### src/rtl/cpu_run_sequencer.sv
// ============================================================================
// cpu_run_sequencer : queues host start addresses and launches/timed CPU runs
// Optional watchdog abort enabled by defining CPU_WATCHDOG_EN.  Rev 1.0
// ============================================================================
`default_nettype none

module cpu_run_sequencer #(
  parameter int ADDR_W  = 8,
  parameter int DEPTH   = 4,
  parameter int CNT_W   = 16,
  parameter int TIMEOUT = 1000
) (
  input  logic              clock_i,
  input  logic              reset_n_i,
  input  logic              req_valid_i,
  input  logic [ADDR_W-1:0] req_addr_i,
  output logic              req_ready_o,
  output logic              cpu_start_o,
  output logic [ADDR_W-1:0] cpu_start_addr_o,
  input  logic              cpu_done_i,
  output logic              cpu_reset_n_o,
  output logic              rsp_valid_o,
  output logic [ADDR_W-1:0] rsp_addr_o,
  output logic [CNT_W-1:0]  rsp_cycles_o,
  output logic              rsp_timeout_o,
  output logic              busy_o
);

  localparam int               PTR_W    = $clog2(DEPTH);
  localparam logic [PTR_W:0]   FULL_CNT = (PTR_W+1)'(DEPTH);
  localparam logic [CNT_W-1:0] CNT_MAX  = '1;

  if ((DEPTH < 2) || ((DEPTH & (DEPTH - 1)) != 0) || (TIMEOUT < 3)) begin : g_param_check
    $error("cpu_run_sequencer: DEPTH must be a power of 2 >= 2 and TIMEOUT >= 3");
  end

  typedef enum logic [2:0] {
    S_IDLE   = 3'd0,
    S_LAUNCH = 3'd1,
    S_ARM    = 3'd2,
    S_RUN    = 3'd3,
    S_REPORT = 3'd4
`ifdef CPU_WATCHDOG_EN
    , S_ABORT = 3'd5
`endif
  } state_t;

  state_t             state_q, state_d;
  logic [ADDR_W-1:0]  mem_q [DEPTH];
  logic [PTR_W-1:0]   wr_ptr_q, rd_ptr_q;
  logic [PTR_W:0]     count_q, count_d;
  logic               ready_q;
  logic [CNT_W-1:0]   cnt_q, cnt_d, cnt_inc, rsp_cyc_d;
  logic [ADDR_W-1:0]  addr_q, rsp_addr_q;
  logic [CNT_W-1:0]   rsp_cycles_q;
  logic               rsp_load;
  logic               push, pop;

  assign push    = req_valid_i & ready_q;
  assign pop     = (state_q == S_IDLE) && (count_q != '0);
  assign cnt_inc = (cnt_q == CNT_MAX) ? cnt_q : cnt_q + CNT_W'(1);

  always_comb begin
    unique case ({push, pop})
      2'b10:   count_d = count_q + (PTR_W+1)'(1);
      2'b01:   count_d = count_q - (PTR_W+1)'(1);
      default: count_d = count_q;
    endcase
  end

`ifdef CPU_WATCHDOG_EN
  localparam logic [CNT_W-1:0] TIMEOUT_C = CNT_W'(TIMEOUT);
  logic rsp_to, rsp_timeout_q;
`endif

  always_comb begin
    state_d   = state_q;
    cnt_d     = cnt_q;
    rsp_load  = 1'b0;
    rsp_cyc_d = cnt_q;
`ifdef CPU_WATCHDOG_EN
    rsp_to    = 1'b0;
`endif
    case (state_q)
      S_IDLE:   if (count_q != '0) state_d = S_LAUNCH;
      S_LAUNCH: begin
        state_d = S_ARM;
        cnt_d   = CNT_W'(1);
      end
      // done is not looked at in ARM: the previous run may still hold it high
      S_ARM: begin
        state_d = S_RUN;
        cnt_d   = cnt_inc;
      end
      S_RUN: begin
        cnt_d = cnt_inc;
        if (cpu_done_i) begin
          state_d   = S_REPORT;
          rsp_load  = 1'b1;
          rsp_cyc_d = cnt_inc;
        end
`ifdef CPU_WATCHDOG_EN
        else if (cnt_q == TIMEOUT_C) begin
          state_d = S_ABORT;
          cnt_d   = cnt_q;
        end
`endif
      end
`ifdef CPU_WATCHDOG_EN
      S_ABORT: begin
        state_d   = S_REPORT;
        rsp_load  = 1'b1;
        rsp_to    = 1'b1;
        rsp_cyc_d = cnt_q;
      end
`endif
      S_REPORT: state_d = S_IDLE;
      default:  state_d = S_IDLE;
    endcase
  end

  always_ff @(posedge clock_i) begin
    if (push) mem_q[wr_ptr_q] <= req_addr_i;
  end

  always_ff @(posedge clock_i) begin
    if (!reset_n_i) begin
      state_q      <= S_IDLE;
      wr_ptr_q     <= '0;
      rd_ptr_q     <= '0;
      count_q      <= '0;
      ready_q      <= 1'b1;
      cnt_q        <= '0;
      addr_q       <= '0;
      rsp_addr_q   <= '0;
      rsp_cycles_q <= '0;
    end else begin
      state_q <= state_d;
      count_q <= count_d;
      ready_q <= (count_d != FULL_CNT);
      cnt_q   <= cnt_d;
      if (push) wr_ptr_q <= wr_ptr_q + PTR_W'(1);
      if (pop) begin
        rd_ptr_q <= rd_ptr_q + PTR_W'(1);
        addr_q   <= mem_q[rd_ptr_q];
      end
      if (rsp_load) begin
        rsp_addr_q   <= addr_q;
        rsp_cycles_q <= rsp_cyc_d;
      end
    end
  end

`ifdef CPU_WATCHDOG_EN
  always_ff @(posedge clock_i) begin
    if (!reset_n_i)    rsp_timeout_q <= 1'b0;
    else if (rsp_load) rsp_timeout_q <= rsp_to;
  end

  assign cpu_reset_n_o = (state_q != S_ABORT);
  assign rsp_timeout_o = rsp_timeout_q;
`else
  assign cpu_reset_n_o = 1'b1;
  assign rsp_timeout_o = 1'b0;
`endif

  assign req_ready_o      = ready_q;
  assign cpu_start_o      = (state_q == S_LAUNCH);
  assign cpu_start_addr_o = addr_q;
  assign rsp_valid_o      = (state_q == S_REPORT);
  assign rsp_addr_o       = rsp_addr_q;
  assign rsp_cycles_o     = rsp_cycles_q;
  assign busy_o           = (state_q != S_IDLE) || (count_q != '0);

endmodule

`default_nettype wire

### config.mk
export PLATFORM = sky130hd
export DESIGN_NAME = cpu_run_sequencer
export DESIGN_NICKNAME = d
export VERILOG_FILES = /design/src/rtl/cpu_run_sequencer.sv
export SDC_FILE = /design/constraint.sdc
export NUM_CORES = 1
export LEC_CHECK = 0
export ABC_CLOCK_PERIOD_IN_PS = 2400
export CORE_UTILIZATION = 50
export CTS_CLUSTER_DIAMETER = 40
export DETAILED_ROUTE_END_ITERATION = 16
export HOLD_SLACK_MARGIN = 0.12
export PLACE_DENSITY = 0.74
export SETUP_SLACK_MARGIN = 0.1
export SLEW_MARGIN = 20
export SYNTH_ARGS = -nofsm -noshare
export SYNTH_HDL_FRONTEND = slang
export SYNTH_SLANG_ARGS = --single-unit
### constraint.sdc
create_clock -name clock_i -period 2.4 [get_ports clock_i]
set_input_delay 0.48 -clock clock_i [delete_from_list [all_inputs] [get_ports clock_i]]
set_output_delay 0.48 -clock clock_i [all_outputs]
set_load 0.01 [all_outputs]
==> flow_summary.ini <==
[synthesis]
yosysSeqAreaShare = 0.528
synth_area_um2 = 4060
synthXorXnorAreaFrac = 0.0194
ys_dominant_reg_cell = dfxtp_1
async_reset_ff_frac = 0
synth.mux.area_fraction = 0.0494
synth_top_family_by_area = simple AND/OR/NAND/NOR gates
synth-adder-area-share = 0.0234
synthTopCellsByArea = dfxtp_1 (29%), edfxtp_1 (24%), nand2_1 (4.7%), mux4_2 (4.4%), a21oi_1 (3.6%)
synth_seq_cells = 91
synth.distinct_cells = 61
synthSimpleGateAreaFrac = 0.175
yosysTopAreaCell = dfxtp_1
synth_edf_count = 32
syn_area_per_cell_um2 = 10.1
synth_nets = 420
synth-compound-area-share = 0.154
netlist.area_leader.share = 0.291
syn_inst = 401
yosys_warnings = 0

[status]
status = completed

[floorplan]
ios = 50
rows = 32
die_area_um2 = 8480
fp.dieW_um = 92.1
coreArea_um2 = 7770
start_util = 0.522
die_h_um = 92.1

[detailed_routing]
wl_met2_um = 4550
wl_per_cell_um = 16.0
wl_met1_um = 3690
drc = 0
routed_wl_um = 8850
met3WireLength_um = 438
viasPerCell = 5.76
drt_iter0_markers = 162
top_layer = met4
vias = 3190
first_pass_iters = 4
drtAntennaViolNets = 0

[place]
hpwl_um = 6280
io_buffers = 47
dpl_cell_area_um2 = 4670
place_congestion = 0.846

[cts]
cts_tree = done
htree_num_levels = 3
cts_setup_buffers = 0
clkSlewWorstSetupHoldPaths_ps = 100
clk_latency_ps = 370
clock_sinks = 91
cts_buffers = 9
clock_path_buffers = 2
cts-root-buf = clkbuf_8

[worst_setup_path]
path_max_fanout = 10
start_kind = flop
worstSetupEndpoint = req_ready_o
reg2reg_depth = 10
rrSetupSlack_ps = 180
r2r-end = req_ready_o
crit_path_start = state_q[0]
reg2reg_from = state_q[0]
required_ps = 2660
crit_arrival_ps = 2490
critPathCaptureType = flop
critPathKind = reg2reg

[timing]
rsz0062_at_grt = true
finalHoldViolations = 0
worst-slew-pin-transition_ps = 623
setup_viol = 0
finalCritPeriodShare = 0.927
slew_headroom = 0.584
finalCriticalPeriod_ps = 2220
max_clock_freq_mhz = 450
finalClockSkew_ps = 6.73
drv_slew = 0

[power]
p_per_area_nw_per_um2 = 888
p_seq_frac = 0.457
p_leak_nw = 1.72
switching_share = 0.345
power_mw = 4.33
intPower_mw = 2.84
p_switching_mw = 1.49
power_frac_comb = 0.305
clkPwrFrac = 0.238
ir_drop_v = 0.000609

[finish]
design_area_um2 = 4870
final_nets = 466
area_growth_syn_to_layout_pct = 20.2
drive_above_1_share = 0.122
final_common_cell = dfxtp_1
antenna_cells = 0
mostFrequentLayoutCells = dfxtp_1 (58), nand2_1 (50), clkdlybuf4s50_1 (45)
fin_util = 0.628

[global_routing]
antenna_found_initial = 0
globalRouteOverflowTotal = 0
grt_pass1_wl_um = 14800
grt_pass1_vias = 3068
grt_max_degree = 25
track_usage = 0.224

[run]
cap_violations = 0

[worst_hold_path]
hold_path_class = reg2reg
[synth_stat cells, types with 5 or more instances]
cell / n
edfxtp_1: 32
o21ai_1: 7
xor2_1: 5
nor3_1: 6
mux4_2: 8
a31oi_1: 17
dfxtp_1: 59
a21oi_1: 29
and3_1: 9
ha_1: 6
nand2_1: 51
nand3_1: 21
nor2_1: 15
o21ai_0: 20
nand4_1: 8
inv_1: 12
or3_1: 5
buf_2: 8
clkbuf_1: 18
[state kept, by name (all words and copies together), names as in the netlist, 3 cells and up]
register,cells
count_q,3
mem_q,32
cpu_start_addr_o,8
rsp_addr_o,8
rsp_cycles_o,16
cnt_q,16
state_q,3
[cell families after synthesis]
group	Yosys count
buffers and inverters	45
adder cells (fa/ha/maj)	7
AO/OA/AOI/OAI	102
XOR/XNOR	9
AND/OR/NAND/NOR	135
flip-flops	91
other	2
multiplexers	10
[cell type report]
class	count	area, µm²
Fill cell	637	2890
Sequential cell	91	2140
Multi-Input combinational cell	265	1740
Timing Repair Buffer	67	622
Tap cell	102	128
Clock buffer	9	124
Clock inverter	7	71.3
Inverter	13	51.3
[power groups by stage]
| stage | clock network [mW] | registers (mW) | logic [mW] |
|---|---|---|---|
| 3_3_place_gp | 0 | 2.01 | 1.30 |
| 3_5_place_dp | 0 | 2.01 | 1.33 |
| 2_1_floorplan | 0 | 1.96 | 0.830 |
| 6_report | 1.03 | 1.98 | 1.32 |
| 4_1_cts | 1.06 | 1.98 | 1.33 |
| 5_1_grt | 1.12 | 2.01 | 1.46 |
[layer usage]
layer,vias to the layer above,track usage
met1,1520,0.277
met2,97,0.379
met3,13,0.0473
met5,-,0
met4,0,0.0924
li1,1560,-
[worst max-delay path, stage by stage, from the launching register on]
cell	delay, ps
dfxtp_1	340
nor3_4	230
nand2_2	100
inv_4	120
ha_2	200
inv_1	50
fa_1	370
xor2_1	160
or3_1	300
a21oi_1	170
nand2_1	70
[through the flow]
stage,setup WS [ps],hold slack (ps),setup TNS [ps],instances
floorplan,127,469,0,401
global placement,22.6,447,0,538
detailed placement,-43.6,452,-43.6,538
CTS,121,462,0,554
global route,60.4,486,0,554
finish,176,461,0,554
[repair_timing]
item                       4_1_cts  5_1_grt
hold endpoints to repair         0        0
hold buffers                     0        0
setup endpoints to repair        1        4
resized for setup                1        3
pin swaps                        0        1
[how the worst min path moves through the flow]
stage | startpoint | end | slack (ps) | cells past startpoint
CTS | rsp_addr_o[6] | rsp_addr_o[6] | 460 | 2
global route | rsp_cycles_o[8] | rsp_cycles_o[8] | 490 | 2
floorplan | wr_ptr_q[1] | wr_ptr_q[1] | 470 | 2
global placement | rsp_addr_o[6] | rsp_addr_o[6] | 450 | 2
finish | rsp_addr_o[6] | rsp_addr_o[6] | 460 | 2
detailed placement | rsp_addr_o[6] | rsp_addr_o[6] | 450 | 2
Power figures use the tool's default switching activity.
